## src/rtl/id_stage.sv

```systemverilog
// RV32I instruction-decode stage: 1-cycle decode into an output register backed by one skid entry.
// Optional illegal-instruction detection is compiled in when ID_ILLEGAL_DETECT_EN is defined.
module id_stage (
    input  logic        clk,
    input  logic        rst_n,
    input  logic        flush,
    input  logic        in_valid,
    output logic        in_ready,
    input  logic [31:0] in_instr,
    input  logic [31:0] in_pc,
    output logic        out_valid,
    input  logic        out_ready,
    output logic [6:0]  out_opcode,
    output logic [2:0]  out_funct3,
    output logic [6:0]  out_funct7,
    output logic [4:0]  out_rs1,
    output logic [4:0]  out_rs2,
    output logic [4:0]  out_rd,
    output logic [31:0] out_imm,
    output logic [31:0] out_pc,
    output logic        out_illegal
);

    localparam logic [6:0] OP_REG    = 7'b0110011;
    localparam logic [6:0] OP_IMM    = 7'b0010011;
    localparam logic [6:0] OP_LOAD   = 7'b0000011;
    localparam logic [6:0] OP_STORE  = 7'b0100011;
    localparam logic [6:0] OP_BRANCH = 7'b1100011;
    localparam logic [6:0] OP_LUI    = 7'b0110111;
    localparam logic [6:0] OP_AUIPC  = 7'b0010111;
    localparam logic [6:0] OP_JAL    = 7'b1101111;
    localparam logic [6:0] OP_JALR   = 7'b1100111;
    localparam logic [6:0] OP_SYSTEM = 7'b1110011;
    localparam logic [6:0] OP_FENCE  = 7'b0001111;

    localparam logic [6:0] F7_BASE = 7'b0000000;
    localparam logic [6:0] F7_ALT  = 7'b0100000;

    typedef struct packed {
        logic [6:0]  opcode;
        logic [2:0]  funct3;
        logic [6:0]  funct7;
        logic [4:0]  rs1;
        logic [4:0]  rs2;
        logic [4:0]  rd;
        logic [31:0] imm;
        logic [31:0] pc;
        logic        illegal;
    } bundle_t;

    // ------------------------------------------------------------------
    // Combinational decode of the incoming instruction
    // ------------------------------------------------------------------
    bundle_t dec_bundle;
    logic    dec_illegal;

    always_comb begin
        dec_bundle         = '0;
        dec_bundle.opcode  = in_instr[6:0];
        dec_bundle.rd      = in_instr[11:7];
        dec_bundle.funct3  = in_instr[14:12];
        dec_bundle.rs1     = in_instr[19:15];
        dec_bundle.rs2     = in_instr[24:20];
        dec_bundle.funct7  = in_instr[31:25];
        dec_bundle.pc      = in_pc;
        dec_bundle.illegal = dec_illegal;
        case (in_instr[6:0])
            OP_IMM, OP_LOAD, OP_JALR, OP_SYSTEM:
                dec_bundle.imm = {{20{in_instr[31]}}, in_instr[31:20]};
            OP_STORE:
                dec_bundle.imm = {{20{in_instr[31]}}, in_instr[31:25], in_instr[11:7]};
            OP_BRANCH:
                dec_bundle.imm = {{19{in_instr[31]}}, in_instr[31], in_instr[7],
                                  in_instr[30:25], in_instr[11:8], 1'b0};
            OP_LUI, OP_AUIPC:
                dec_bundle.imm = {in_instr[31:12], 12'b0};
            OP_JAL:
                dec_bundle.imm = {{11{in_instr[31]}}, in_instr[31], in_instr[19:12],
                                  in_instr[20], in_instr[30:21], 1'b0};
            default:
                dec_bundle.imm = 32'd0;
        endcase
    end

`ifdef ID_ILLEGAL_DETECT_EN
    localparam int NUM_LEGAL_OPS = 11;
    localparam logic [NUM_LEGAL_OPS*7-1:0] LEGAL_OP_TABLE = {
        OP_REG, OP_IMM, OP_LOAD, OP_STORE, OP_BRANCH, OP_LUI,
        OP_AUIPC, OP_JAL, OP_JALR, OP_SYSTEM, OP_FENCE
    };

    logic [NUM_LEGAL_OPS-1:0] op_hit;
    logic [6:0]               ill_opcode;
    logic [2:0]               ill_funct3;
    logic [6:0]               ill_funct7;

    assign ill_opcode = in_instr[6:0];
    assign ill_funct3 = in_instr[14:12];
    assign ill_funct7 = in_instr[31:25];

    genvar gi;
    generate
        for (gi = 0; gi < NUM_LEGAL_OPS; gi++) begin : g_op_match
            assign op_hit[gi] = (ill_opcode == LEGAL_OP_TABLE[gi*7 +: 7]);
        end
    endgenerate

    always_comb begin
        dec_illegal = 1'b0;
        if (in_instr[1:0] != 2'b11) begin
            dec_illegal = 1'b1;
        end
        if (op_hit == '0) begin
            dec_illegal = 1'b1;
        end
        if (ill_opcode == OP_REG) begin
            if (ill_funct7 != F7_BASE && ill_funct7 != F7_ALT) begin
                dec_illegal = 1'b1;
            end
            // Only SUB and SRA use the alternate funct7 encoding
            if (ill_funct7 == F7_ALT && ill_funct3 != 3'b000 && ill_funct3 != 3'b101) begin
                dec_illegal = 1'b1;
            end
        end
        if (ill_opcode == OP_IMM) begin
            if (ill_funct3 == 3'b001 && ill_funct7 != F7_BASE) begin
                dec_illegal = 1'b1;
            end
            if (ill_funct3 == 3'b101 && ill_funct7 != F7_BASE && ill_funct7 != F7_ALT) begin
                dec_illegal = 1'b1;
            end
        end
    end
`else
    assign dec_illegal = 1'b0;
`endif

    // ------------------------------------------------------------------
    // Output register + skid entry
    // ------------------------------------------------------------------
    bundle_t out_reg,  out_next;
    bundle_t skid_reg, skid_next;
    logic    out_valid_reg,  out_valid_next;
    logic    skid_valid_reg, skid_valid_next;
    logic    in_ready_reg,   in_ready_next;
    logic    in_xfer;
    logic    out_xfer;

    assign in_xfer  = in_valid && in_ready_reg;
    assign out_xfer = out_valid_reg && out_ready;

    always_comb begin
        out_next        = out_reg;
        skid_next       = skid_reg;
        out_valid_next  = out_valid_reg;
        skid_valid_next = skid_valid_reg;

        if (flush) begin
            out_valid_next  = 1'b0;
            skid_valid_next = 1'b0;
        end else if (skid_valid_reg) begin
            // in_ready is low here, so only the drain side can move
            if (out_xfer) begin
                out_next        = skid_reg;
                out_valid_next  = 1'b1;
                skid_valid_next = 1'b0;
            end
        end else if (!out_valid_reg || out_xfer) begin
            out_valid_next = in_xfer;
            if (in_xfer) begin
                out_next = dec_bundle;
            end
        end else if (in_xfer) begin
            skid_next       = dec_bundle;
            skid_valid_next = 1'b1;
        end

        in_ready_next = !skid_valid_next;
    end

    always_ff @(posedge clk or negedge rst_n) begin
        if (!rst_n) begin
            out_reg        <= '0;
            skid_reg       <= '0;
            out_valid_reg  <= 1'b0;
            skid_valid_reg <= 1'b0;
            in_ready_reg   <= 1'b1;
        end else begin
            out_reg        <= out_next;
            skid_reg       <= skid_next;
            out_valid_reg  <= out_valid_next;
            skid_valid_reg <= skid_valid_next;
            in_ready_reg   <= in_ready_next;
        end
    end

    assign in_ready    = in_ready_reg;
    assign out_valid   = out_valid_reg;
    assign out_opcode  = out_reg.opcode;
    assign out_funct3  = out_reg.funct3;
    assign out_funct7  = out_reg.funct7;
    assign out_rs1     = out_reg.rs1;
    assign out_rs2     = out_reg.rs2;
    assign out_rd      = out_reg.rd;
    assign out_imm     = out_reg.imm;
    assign out_pc      = out_reg.pc;
    assign out_illegal = out_reg.illegal;

endmodule

```

## config.mk

```make
export PLATFORM = sky130hd
export DESIGN_NAME = id_stage
export DESIGN_NICKNAME = d
export VERILOG_FILES = /design/src/rtl/id_stage.sv
export SDC_FILE = /design/constraint.sdc
export NUM_CORES = 1
export LEC_CHECK = 0
export CAP_MARGIN = 20
export CORE_ASPECT_RATIO = 0.5
export CORE_UTILIZATION = 47
export DETAILED_ROUTE_END_ITERATION = 8
export PLACE_DENSITY = 0.77
export SETUP_SLACK_MARGIN = 0.1
export SLEW_MARGIN = 10
export SYNTH_ARGS = -nofsm -noshare
export SYNTH_HDL_FRONTEND = slang
export SYNTH_SLANG_ARGS = --single-unit
```

## constraint.sdc

```tcl
create_clock -name clk -period 1.7 [get_ports clk]
set_input_delay 0.255 -clock clk [delete_from_list [all_inputs] [get_ports clk]]
set_output_delay 0.255 -clock clk [all_outputs]
set_load 0.02 [all_outputs]
```

==> reports/metrics.csv, run 1 <==
stage,metric,value,unit
placed_design,dp.cells,1274,
die,die_w,191,um
cts,clockBufferDepth,2,
final_layout,largest_reg_flops,96,
worst_setup_path,end_kind,flip-flop,
final_layout,final_cell_mix,"dfrtp_1, nand2_1, nand2_2",
die,coreArea,17400,um^2
power_and_ir_drop,peakVddDrop,770,uV
final_layout,drive_gt1_share,31.5,%
hold_path,hp-class,in -> reg,
sta,min_period,1.95,ns
final_layout,final_common_cell,dfrtp_1,
final_layout,postLayoutCoreUtil,77.7,%
die,fp.dieH,96.3,um
sta,hold_viol,0,
placed_design,hpwl,14900,um
worst_setup_path,start_kind,flip-flop,
die,rows,34,
power_and_ir_drop,total_leakage_power,6.56,nW
die,io_pins,168,
detailed_routing,wl,32100,um
die,die-area,18300,um^2
synthesis,synthCells,866,
detailed_routing,ant_nets,0,
cts,root_buffer,clkbuf_16,
cts,clk_transition_reported_paths,0.09,ns
synthesis,synth-main-ff-cell,dfrtp_1,
sta,timing.slew.headroom,39.6,%
worst_setup_path,crit_fanout,6,
power_and_ir_drop,power_density,1140,nW/um^2
final_layout,fin_nets,1189,
worst_setup_path,worst_ep_arrival_time,2.28,ns
synthesis,syn_area_per_cell,9.64,um^2
sta,worst_slew_pin_slew,0.906,ns
sta,finalMaxSlewViolations,0,
global_routing,grt_usage,26.4,%
power_and_ir_drop,finalPower,15.4,mW
final_layout,multi_input_area,4140,um^2
final_layout,num_antenna_cells,0,
synthesis,yosysWarnings,0,
flow_run,drv_cap,0,
cts,clk_latency,0.44,ns
cts,cts_tree,built,
synthesis,ys_async_sr_fraction,100,%
worst_setup_path,worstSetupPathType,reg -> reg,
global_routing,grt_pass1_vias,7068,
final_layout,layout.cells.non_filler,1366,
final_layout,regArea,4890,um^2
worst_setup_path,r2r_slack,-0.25,ns
sta,max_freq,512,MHz
global_routing,grt_pass1_wl,36900,um
detailed_routing,viasPerCell,6.07,
sta,setup_ws,-0.253,ns
detailed_routing,vias,8297,
sta,finClkSkew,0.0182,ns
synthesis,ys_ff_latch,195,
die,start_util,48.0,%
status,outcome,"complete, but fails checks",
synthesis,synth_edf_count,0,
synthesis,synthesis.nets,935,
global_routing,grt-ovfl-total,0,
global_routing,antenna_found_initial,0,
placed_design,place_congestion,0.847,
cts,htreeDepth,4,
final_layout,nFillCells,950,
synthesis,syn_area,8350,um^2
detailed_routing,first_iter_violations,803,
final_layout,syn2layout_area_growth,61.9,%
detailed_routing,drt_pre_antenna_iters,6,
cts,cts.sinks,195,
status,violations,negative setup slack,
detailed_routing,wl_per_cell,23.5,um
placed_design,port_buffers,166,
synthesis,ys_seq_area_share,58.4,%
cts,cts_buffers,17,
sta,finalSetupViolations,184,
detailed_routing,drcViolationCount,0,
synthesis,yosysUniqueCellTypes,44,
sta,fin_crit_sh,115,%
global_routing,grt_max_degree,61,
worst_setup_path,required,2.03,ns
sta,rsz0062_at_grt,yes,
-- metrics by stage --
stage / TNS, ns / setup slack, ns / area (um^2) / hold WS, ns
floorplan: -6.85 / -0.161 / 8380 / -0.0406
CTS: -8.79 / -0.124 / 11700 / 0.351
detailed placement: -61.41 / -0.671 / 10800 / 0.247
finish: -20.69 / -0.253 / 13500 / 0.244
global route: -27.25 / -0.282 / 13500 / 0.256
global placement: -58.55 / -0.546 / 10800 / 0.246
-- where the power goes --
group	leakage, nW	internal (mW)	total (mW)	switching, mW
logic	3.79	1.91	4.26	2.35
clock network	0.314	2.70	4.56	1.86
registers	2.45	5.76	6.61	0.856
-- metal layers --
layer | up-vias | share of wire (%) | global-route usage, % | wire, um
met5 | - | 0 | 0 | 0
met4 | 0 | 4.1 | 8.87 | 1310
met3 | 148 | 9.2 | 3.97 | 2940
met2 | 583 | 48 | 44.6 | 15400
met1 | 4116 | 39 | 35.1 | 12500
li1 | 3450 | - | - | -
-- synthesized netlist by cell type (2+ instances only) --
cell,number,share of area [%]
nand2_1,294,13
dfrtp_1,194,58
mux2i_1,69,8.3
o21ai_1,57,3.4
a21oi_1,37,2.2
nor2_1,31,1.4
clkbuf_1,30,1.3
o21ai_0,30,1.8
buf_2,21,1.3
o22ai_1,21,1.6
a22oi_1,8,0.72
a31oi_1,8,0.60
a221o_1,6,0.72
and3_1,6,0.45
nand2b_1,6,0.45
buf_1,5,0.22
nand3_1,5,0.30
nor2b_1,5,0.37
buf_6,3,0.40
nor3_1,3,0.18
a221oi_1,2,0.21
nand3b_1,2,0.18
nand4b_1,2,0.21
-- critical path: stages, from the launching register on --
cell and delay [ns]:
dfrtp_4 0.54, nor4bb_4 0.32, buf_4 0.20, and2_4 0.25, buf_6 0.15, nand2_2 0.06, o21ai_1 0.31
-- path summary, 6_finish.rpt --
path | end | startpoint | depth (start not counted)
min | skid_reg[90] | in_instr[0] | 3
min in group asynchronous | out_imm[20] | rst_n | 2
max in group asynchronous | out_pc[17] | rst_n | 3
min reg2reg | skid_reg[27] | skid_reg[27] | 2
max | skid_reg[64] | skid_valid_reg | 6
max reg2reg | skid_reg[64] | skid_valid_reg | 6
-- cell families (layout without fill, tap and decap cells) --
family | count (synthesis) | in the layout | synth area share (%)
xor gates and xnor gates | 1 | 1 | 0.105
muxes | 69 | 69 | 8.27
and+or+nand+nor | 365 | 368 | 18.0
other | 1 | 1 | 0.0449
DFF | 195 | 195 | 58.4
buffers and inverters | 61 | 324 | 3.37
AOI/OAI and AO/OA | 174 | 174 | 11.8
-- cell type report --
cell class | count | share of cell area [%]
Tap cell | 234 | 2.17
Clock inverter | 11 | 1.45
Clock buffer | 20 | 3.38
Sequential cell | 195 | 36.1
Multi-Input combinational cell | 613 | 30.7
Timing Repair Buffer | 292 | 26.2
Inverter | 1 | 0.0278
-- repair_timing --
item | 4_1_cts | 5_1_grt
cloned | 8 | 29
resized for setup | 88 | 329
buffers inserted | 8 | 15
hold buffers | 1 | 0
endpoints found under the setup margin | 283 | 225
pin swaps | 1 | 131
endpoints found under the hold margin | 41 | 0
No activity file was read; power rests on OpenSTA's default activity.
==> run 2, diff against run 1 <==
Settings changed: CAP_MARGIN 20 to unset, CORE_UTILIZATION 47 to 56, PLACE_DENSITY 0.77 to 0.86.
Clock period 1.7 ns to 2.3 ns, I/O delays scaled along.
==> run 2 against run 1 <==
The flow now finishes without violations. Die area shrank 16%. Clock skew is 0.0043 ns lower. Via count down 15%. Cell area fell by 19%. Worst hold slack gained 0.23 ns. Sequential power down 28%. Routed wire length is 32% lower. Power down 33%. Sequential share of layout area rose by 8.4 points. Register-to-register slack better by 0.43 ns. Global-route usage grew 2.2 points. Clock power fell by 36%.
==> reports/metrics.csv, run 2 (same netlist as run 1, synthesis figures left out) <==
stage,metric,value,unit,change
sta,worst_slew_pin_slew,1.04,ns,+0.136 ns
detailed_routing,ant_nets,0,,unchanged
sta,max_freq,472,MHz,-7.9%
sta,finalSetupViolations,0,,-100%
detailed_routing,wl,21700,um,-32%
power_and_ir_drop,power_density,941,nW/um^2,-18%
flow_run,drv_cap,0,,unchanged
final_layout,layout.cells.non_filler,1242,,-9.1%
detailed_routing,viasPerCell,5.66,,-6.8%
worst_setup_path,r2r_slack,0.18,ns,+0.43 ns
cts,cts.sinks,195,,unchanged
final_layout,drive_gt1_share,7.85,%,-24 points
final_layout,num_antenna_cells,0,,unchanged
status,outcome,"complete, no violations",,
placed_design,port_buffers,166,,unchanged
cts,htreeDepth,4,,unchanged
global_routing,grt_pass1_vias,6890,,-2.5%
global_routing,grt_use_met3,4.42,%,+0.45 points
die,die-area,15400,um^2,-16%
sta,fin_crit_sh,92.1,%,-23 points
detailed_routing,first_iter_violations,570,,-29%
sta,finalMaxSlewViolations,0,,unchanged
placed_design,dp.cells,1209,,-5.1%
global_routing,grt_pass1_wl,34700,um,-6.0%
placed_design,place_area,10400,um^2,-3.6%
global_routing,antenna_found_initial,0,,unchanged
sta,min_period,2.12,ns,+0.167 ns
final_layout,largest_reg_flops,96,,unchanged
global_routing,gr-max-usage-layer,met2,,
die,coreArea,14500,um^2,-17%
die,die_w,175,um,-8.3%
die,io_pins,168,,unchanged
die,fp.dieH,88.4,um,-8.2%
global_routing,use_met1,37.6,%,+2.5 points
worst_setup_path,crit_fanout,25,,+19
sta,fin_worst_hold_slack,0.478,ns,+0.233 ns
final_layout,syn2layout_area_growth,31.4,%,
sta,finClkSkew,0.0139,ns,-0.00426 ns
cts,clockBufferDepth,2,,unchanged
global_routing,grt_max_degree,92,,+51%
cts,cts_tree,built,,
worst_setup_path,start_kind,flip-flop,,
final_layout,fin_area,11000,um^2,-19%
worst_setup_path,worst_ep_arrival_time,2.39,ns,+0.11 ns
placed_design,place_congestion,0.839,,-0.89%
cts,root_buffer,clkbuf_16,,
detailed_routing,wl_per_cell,17.5,um,-26%
final_layout,nFillCells,976,,+2.7%
power_and_ir_drop,peakVddDrop,533,uV,-31%
final_layout,final_cell_mix,"nand2_1, dfrtp_1, clkdlybuf4s50_1",,
worst_setup_path,worstSetupPathType,reg -> reg,,
cts,clk_transition_reported_paths,0.08,ns,about the same
detailed_routing,drt_pre_antenna_iters,5,,-1
worst_setup_path,end_kind,flip-flop,,
worst_setup_path,required,2.57,ns,+0.54 ns
detailed_routing,vias,7033,,-15%
cts,cts_buffers,17,,unchanged
sta,rsz0062_at_grt,no,,
final_layout,final_common_cell,nand2_1,,
global_routing,grt-ovfl-total,0,,unchanged
power_and_ir_drop,total_leakage_power,4.89,nW,-25%
sta,timing.slew.headroom,29.8,%,-9.8 points
placed_design,hpwl,14300,um,-4.3%
hold_path,hp-class,reg -> reg,,
global_routing,use_met2,49.3,%,+4.6 points
detailed_routing,drcViolationCount,0,,unchanged
cts,clk_latency,0.42,ns,-0.02 ns
sta,hold_viol,0,,unchanged
global_routing,grt_usage,28.5,%,+2.2 points
final_layout,fin_nets,1100,,-7.5%
die,rows,31,,-8.8%
die,start_util,57.6,%,+9.6 points
run 2: changes by cell type in the layout (fill, tap and decap cells not counted), sizes merged:
cell	delta
bufinv	-4
and2	-1
dlygate4sd2	-69
clkinv	+3
nand2	-2
dlymetal6s2s	-32
clkdlybuf4s50	+102
inv	+4
clkbuf	-22
buf	-65
clkdlybuf4s15	-1
clkinvlp	-1
run 2: per-layer routing:
metal  part of all wire (%)  routed length (um)
met5                      0                   0
met4                    2.1                 457
met1                     42                9160
met2                     50               10800
met3                    6.0                1300
run 2: critical path, cell delays in order (launching register included):
cell	delay, ns
dfstp_2	0.55
a21oi_1	0.11
or4_4	0.67
buf_4	0.28
a21oi_1	0.22
o22ai_1	0.13
run 2: where the power goes:
part / total (mW) / switching [mW] / internal [mW]
registers: 4.74 / 0.487 / 4.25
clock network: 2.94 / 1.37 / 1.57
logic: 2.64 / 1.41 / 1.23
total: 10.3 / 3.27 / 7.05
run 2: through the flow:
stage	power (mW)	TNS [ns]	util [%]	setup slack (ns)
final	10.3	0	75.7	0.181
after global routing	10.8	0	75.7	0.113
after floorplan	6.06	0	-	0.417
after detailed placement	7.41	-4.65	71.5	-0.161
after CTS	10.4	0	75.6	0.146
after global placement	7.26	-0.614	71.5	-0.0292
run 2: what timing repair did:
action | 4_1_cts | 5_1_grt
setup buffers | 0 | 0
endpoints found under the setup margin | 1 | 11
gates resized for setup | 1 | 1
hold endpoints to repair | 41 | 0
hold buffers | 1 | 0
run 2: path summary, 6_finish.rpt:
check | start | endpoint | depth (start not counted)
min in group asynchronous | rst_n | skid_reg[27] | 2
hold reg to reg | skid_reg[70] | skid_reg[70] | 2
setup / recovery | in_ready | out_imm[11] | 5
setup reg to reg | in_ready | out_imm[11] | 5
hold / removal | skid_reg[70] | skid_reg[70] | 2
max in group asynchronous | rst_n | in_ready | 3
run 2: area by class of cell:
type	count	area, um^2	area share (%)
well taps	198	248	2.26
multi-input cells	610	3210	29.3
repair buffers	206	2040	18.6
clock buffers	19	443	4.04
clock inverters	13	140	1.28
flip-flops and latches	195	4880	44.5
inverters	1	3.75	0.0342
==> run 3, diff against run 2 <==
Settings changed: ABC_AREA set to 1, CTS_CLUSTER_SIZE set to 10, PLACE_DENSITY 0.86 to 0.85, SLEW_MARGIN 10 to 20.
==> run 3 against run 2 <==
Maximum frequency up 10%. Clock-buffer cell count up 1. Sequential cell count did not move. Power is 1.7% lower. Critical endpoint is now in_ready.
==> reports/metrics.csv, run 3 <==
stage,metric,value,unit,change
detailed_routing,drcViolationCount,0,,unchanged
placed_design,hpwl,14700,um,+2.5%
synthesis,syn_area_per_cell,8.09,um^2,-16%
cts,clk_latency,0.42,ns,about the same
synthesis,syn_area,8710,um^2,+4.3%
global_routing,antenna_found_initial,0,,unchanged
sta,fin_crit_sh,83.7,%,-8.4 points
worst_setup_path,crit_chain,clkdlybuf4s50_1,,
detailed_routing,wl,22500,um,+3.6%
die,coreArea,14800,um^2,+2.1%
cts,cts_tree,built,,
die,rows,31,,unchanged
sta,timing.slew.headroom,37.9,%,+8.1 points
sta,setup-tns-final,0,ns,unchanged
worst_setup_path,crit_fanout,3,,-88%
final_layout,layout.cells.non_filler,1420,,+14%
die,fp.dieH,90.2,um,+2.1%
sta,min_period,1.93,ns,-0.194 ns
sta,max_freq,519,MHz,+10%
global_routing,grt_max_degree,91,,-1.1%
sta,finalSetupViolations,0,,unchanged
placed_design,port_buffers,166,,unchanged
die,io_pins,168,,unchanged
hold_path,hp-class,in -> async,,
synthesis,synth_edf_count,0,,unchanged
synthesis,synthTopCellsByCount,"nand2_1, dfrtp_1, nor2_1, a31oi_1",,
cts,clockBufferDepth,2,,unchanged
synthesis,synthesis.nets,1145,,+22%
global_routing,grt_usage,29.1,%,+0.57 points
detailed_routing,vias,7809,,+11%
synthesis,yosysWarnings,0,,unchanged
synthesis,synthCells,1076,,+24%
worst_setup_path,cp_slowest_cell,clkdlybuf4s50_1,,
cts,ctsHoldBuffers,1,,unchanged
power_and_ir_drop,finalPower,10.2,mW,-1.7%
synthesis,yosys.area.top_type,dfrtp_1,,
final_layout,final_cell_mix,"nand2_1, dfrtp_1, clkdlybuf4s50_1",,
sta,finalMaxSlewViolations,0,,unchanged
die,start_util,58.8,%,+1.2 points
worst_setup_path,critical_path.top_delay_family,buffers and inverters,,
detailed_routing,wl_per_cell,15.8,um,-9.4%
die,die-area,16100,um^2,+4.2%
flow_run,drv_cap,0,,unchanged
power_and_ir_drop,peakVddDrop,610,uV,+15%
final_layout,syn2layout_area_growth,26.8,%,
power_and_ir_drop,total_leakage_power,5.40,nW,+10%
final_layout,num_antenna_cells,0,,unchanged
worst_setup_path,critPathBufInv,1,,unchanged
worst_setup_path,worst_ep_arrival_time,1.58,ns,-0.81 ns
synthesis,synth_top_area_share,55.7,%,-2.4 points
detailed_routing,drt_pre_antenna_iters,5,,unchanged
global_routing,grt_pass1_vias,7269,,+5.5%
worst_setup_path,start_kind,flip-flop,,
worst_setup_path,worstSetupPathType,reg -> out,,
worst_setup_path,end_kind,output port,,
sta,worst_slew_pin_slew,0.931,ns,-0.110 ns
cts,htreeDepth,4,,unchanged
detailed_routing,viasPerCell,5.50,,-2.9%
placed_design,dp.cells,1387,,+15%
synthesis,ys_ff_latch,195,,unchanged
detailed_routing,ant_nets,0,,unchanged
sta,rsz0062_at_grt,no,,
synthesis,synth_most_common_cell,nand2_1,,
final_layout,largest_reg_flops,96,,unchanged
synthesis,ys_async_sr_fraction,100,%,unchanged
final_layout,final_common_cell,nand2_1,,
cts,post_cts_buffers,0,,unchanged
cts,root_buffer,clkbuf_16,,
synthesis,ys_seq_area_share,56.0,%,-2.4 points
placed_design,place_congestion,0.837,,-0.30%
synthesis,ys_top_cells_by_area,"dfrtp_1, nand2_1, nor2_1, a31oi_1, buf_2",,
cts,cts_buffers,17,,unchanged
die,die_w,178,um,+2.1%
status,outcome,"complete, no violations",,
placed_design,place_area,10500,um^2,+0.78%
cts,cts.sinks,195,,unchanged
final_layout,drive_gt1_share,5.56,%,-2.3 points
synthesis,synth-main-ff-cell,dfrtp_1,,
global_routing,grt-ovfl-total,0,,unchanged
worst_setup_path,required,1.96,ns,-0.61 ns
power_and_ir_drop,power_density,919,nW/um^2,-2.3%
detailed_routing,first_iter_violations,734,,+29%
final_layout,fin_nets,1278,,+16%
sta,finClkSkew,0.00973,ns,-0.00419 ns
synthesis,yosysUniqueCellTypes,27,,-39%
worst_setup_path,cpPeakStageDelay,0.61,ns,-0.06 ns
cts,clk_transition_reported_paths,0.07,ns,about the same
final_layout,fin_area,11000,um^2,+0.61%
sta,hold_viol,0,,unchanged
global_routing,grt_pass1_wl,36900,um,+6.5%
cts,cts-resized-gates,0,,-1
==> run 3: kinds of logic after synthesis <==
family,synth area share [%]
and+or+nand+nor,28.6
DFF,56.0
AOI/OAI and AO/OA,9.50
buffers and inverters,5.79
other,0.0431
==> run 3: worst paths after layout <==
path                            cells past startpoint      endpoint  slack (ns)            from
worst max-delay path                                1      in_ready        0.37        in_ready
worst min-delay path                                2   out_imm[14]        0.45           rst_n
worst max register to register                      4    out_imm[7]        0.57  skid_valid_reg
worst min register to register                      2  skid_reg[87]        0.48    skid_reg[87]
max in group asynchronous                           3  skid_reg[15]        1.03           rst_n
min in group clk                                    2  skid_reg[87]        0.48    skid_reg[87]
==> run 3: per-stage QoR <==
| step | utilization (%) | setup slack (ns) | hold WS, ns |
|---|---|---|---|
| after global placement | 70.6 | 0.147 | 0.370 |
| after CTS | 74.5 | 0.369 | 0.475 |
| after detailed placement | 70.6 | 0.0915 | 0.367 |
| after floorplan | - | 0.820 | 0.0494 |
| after global routing | 74.5 | 0.310 | 0.490 |
| final | 74.5 | 0.375 | 0.453 |
==> run 3: worst reg2reg max path: cells and delay by family, from the launching register on <==
kind	cells	cell delay (ns)
buffers and inverters	1	0.70
DFF	1	0.37
AOI/OAI and AO/OA	2	0.29
and+or+nand+nor	1	0.24
==> run 3: power breakdown <==
part / total (mW) / switching [mW] / leakage (nW) / internal [mW]
combinational: 2.51 / 1.38 / 2.72 / 1.13
clock: 2.93 / 1.35 / 0.277 / 1.58
sequential: 4.71 / 0.457 / 2.40 / 4.26
==> run 3: area by class of cell <==
type,instances,area [um^2]
clock buffer,20,457
timing repair buffer,185,1870
sequential,195,4880
clock inverter,12,120
inverter,35,134
fill,1058,3770
tap,198,248
multi-input combinational,775,3330
==> run 3: layer usage <==
metal  up-vias  share of wire [%]  global-route usage, %
li1       3710                  -                      -
met1      3736                 45                   42.9
met2       341                 46                   44.5
met3        22                8.4                   5.92
met4         0               0.96                   6.43
met5         -                  0                      0
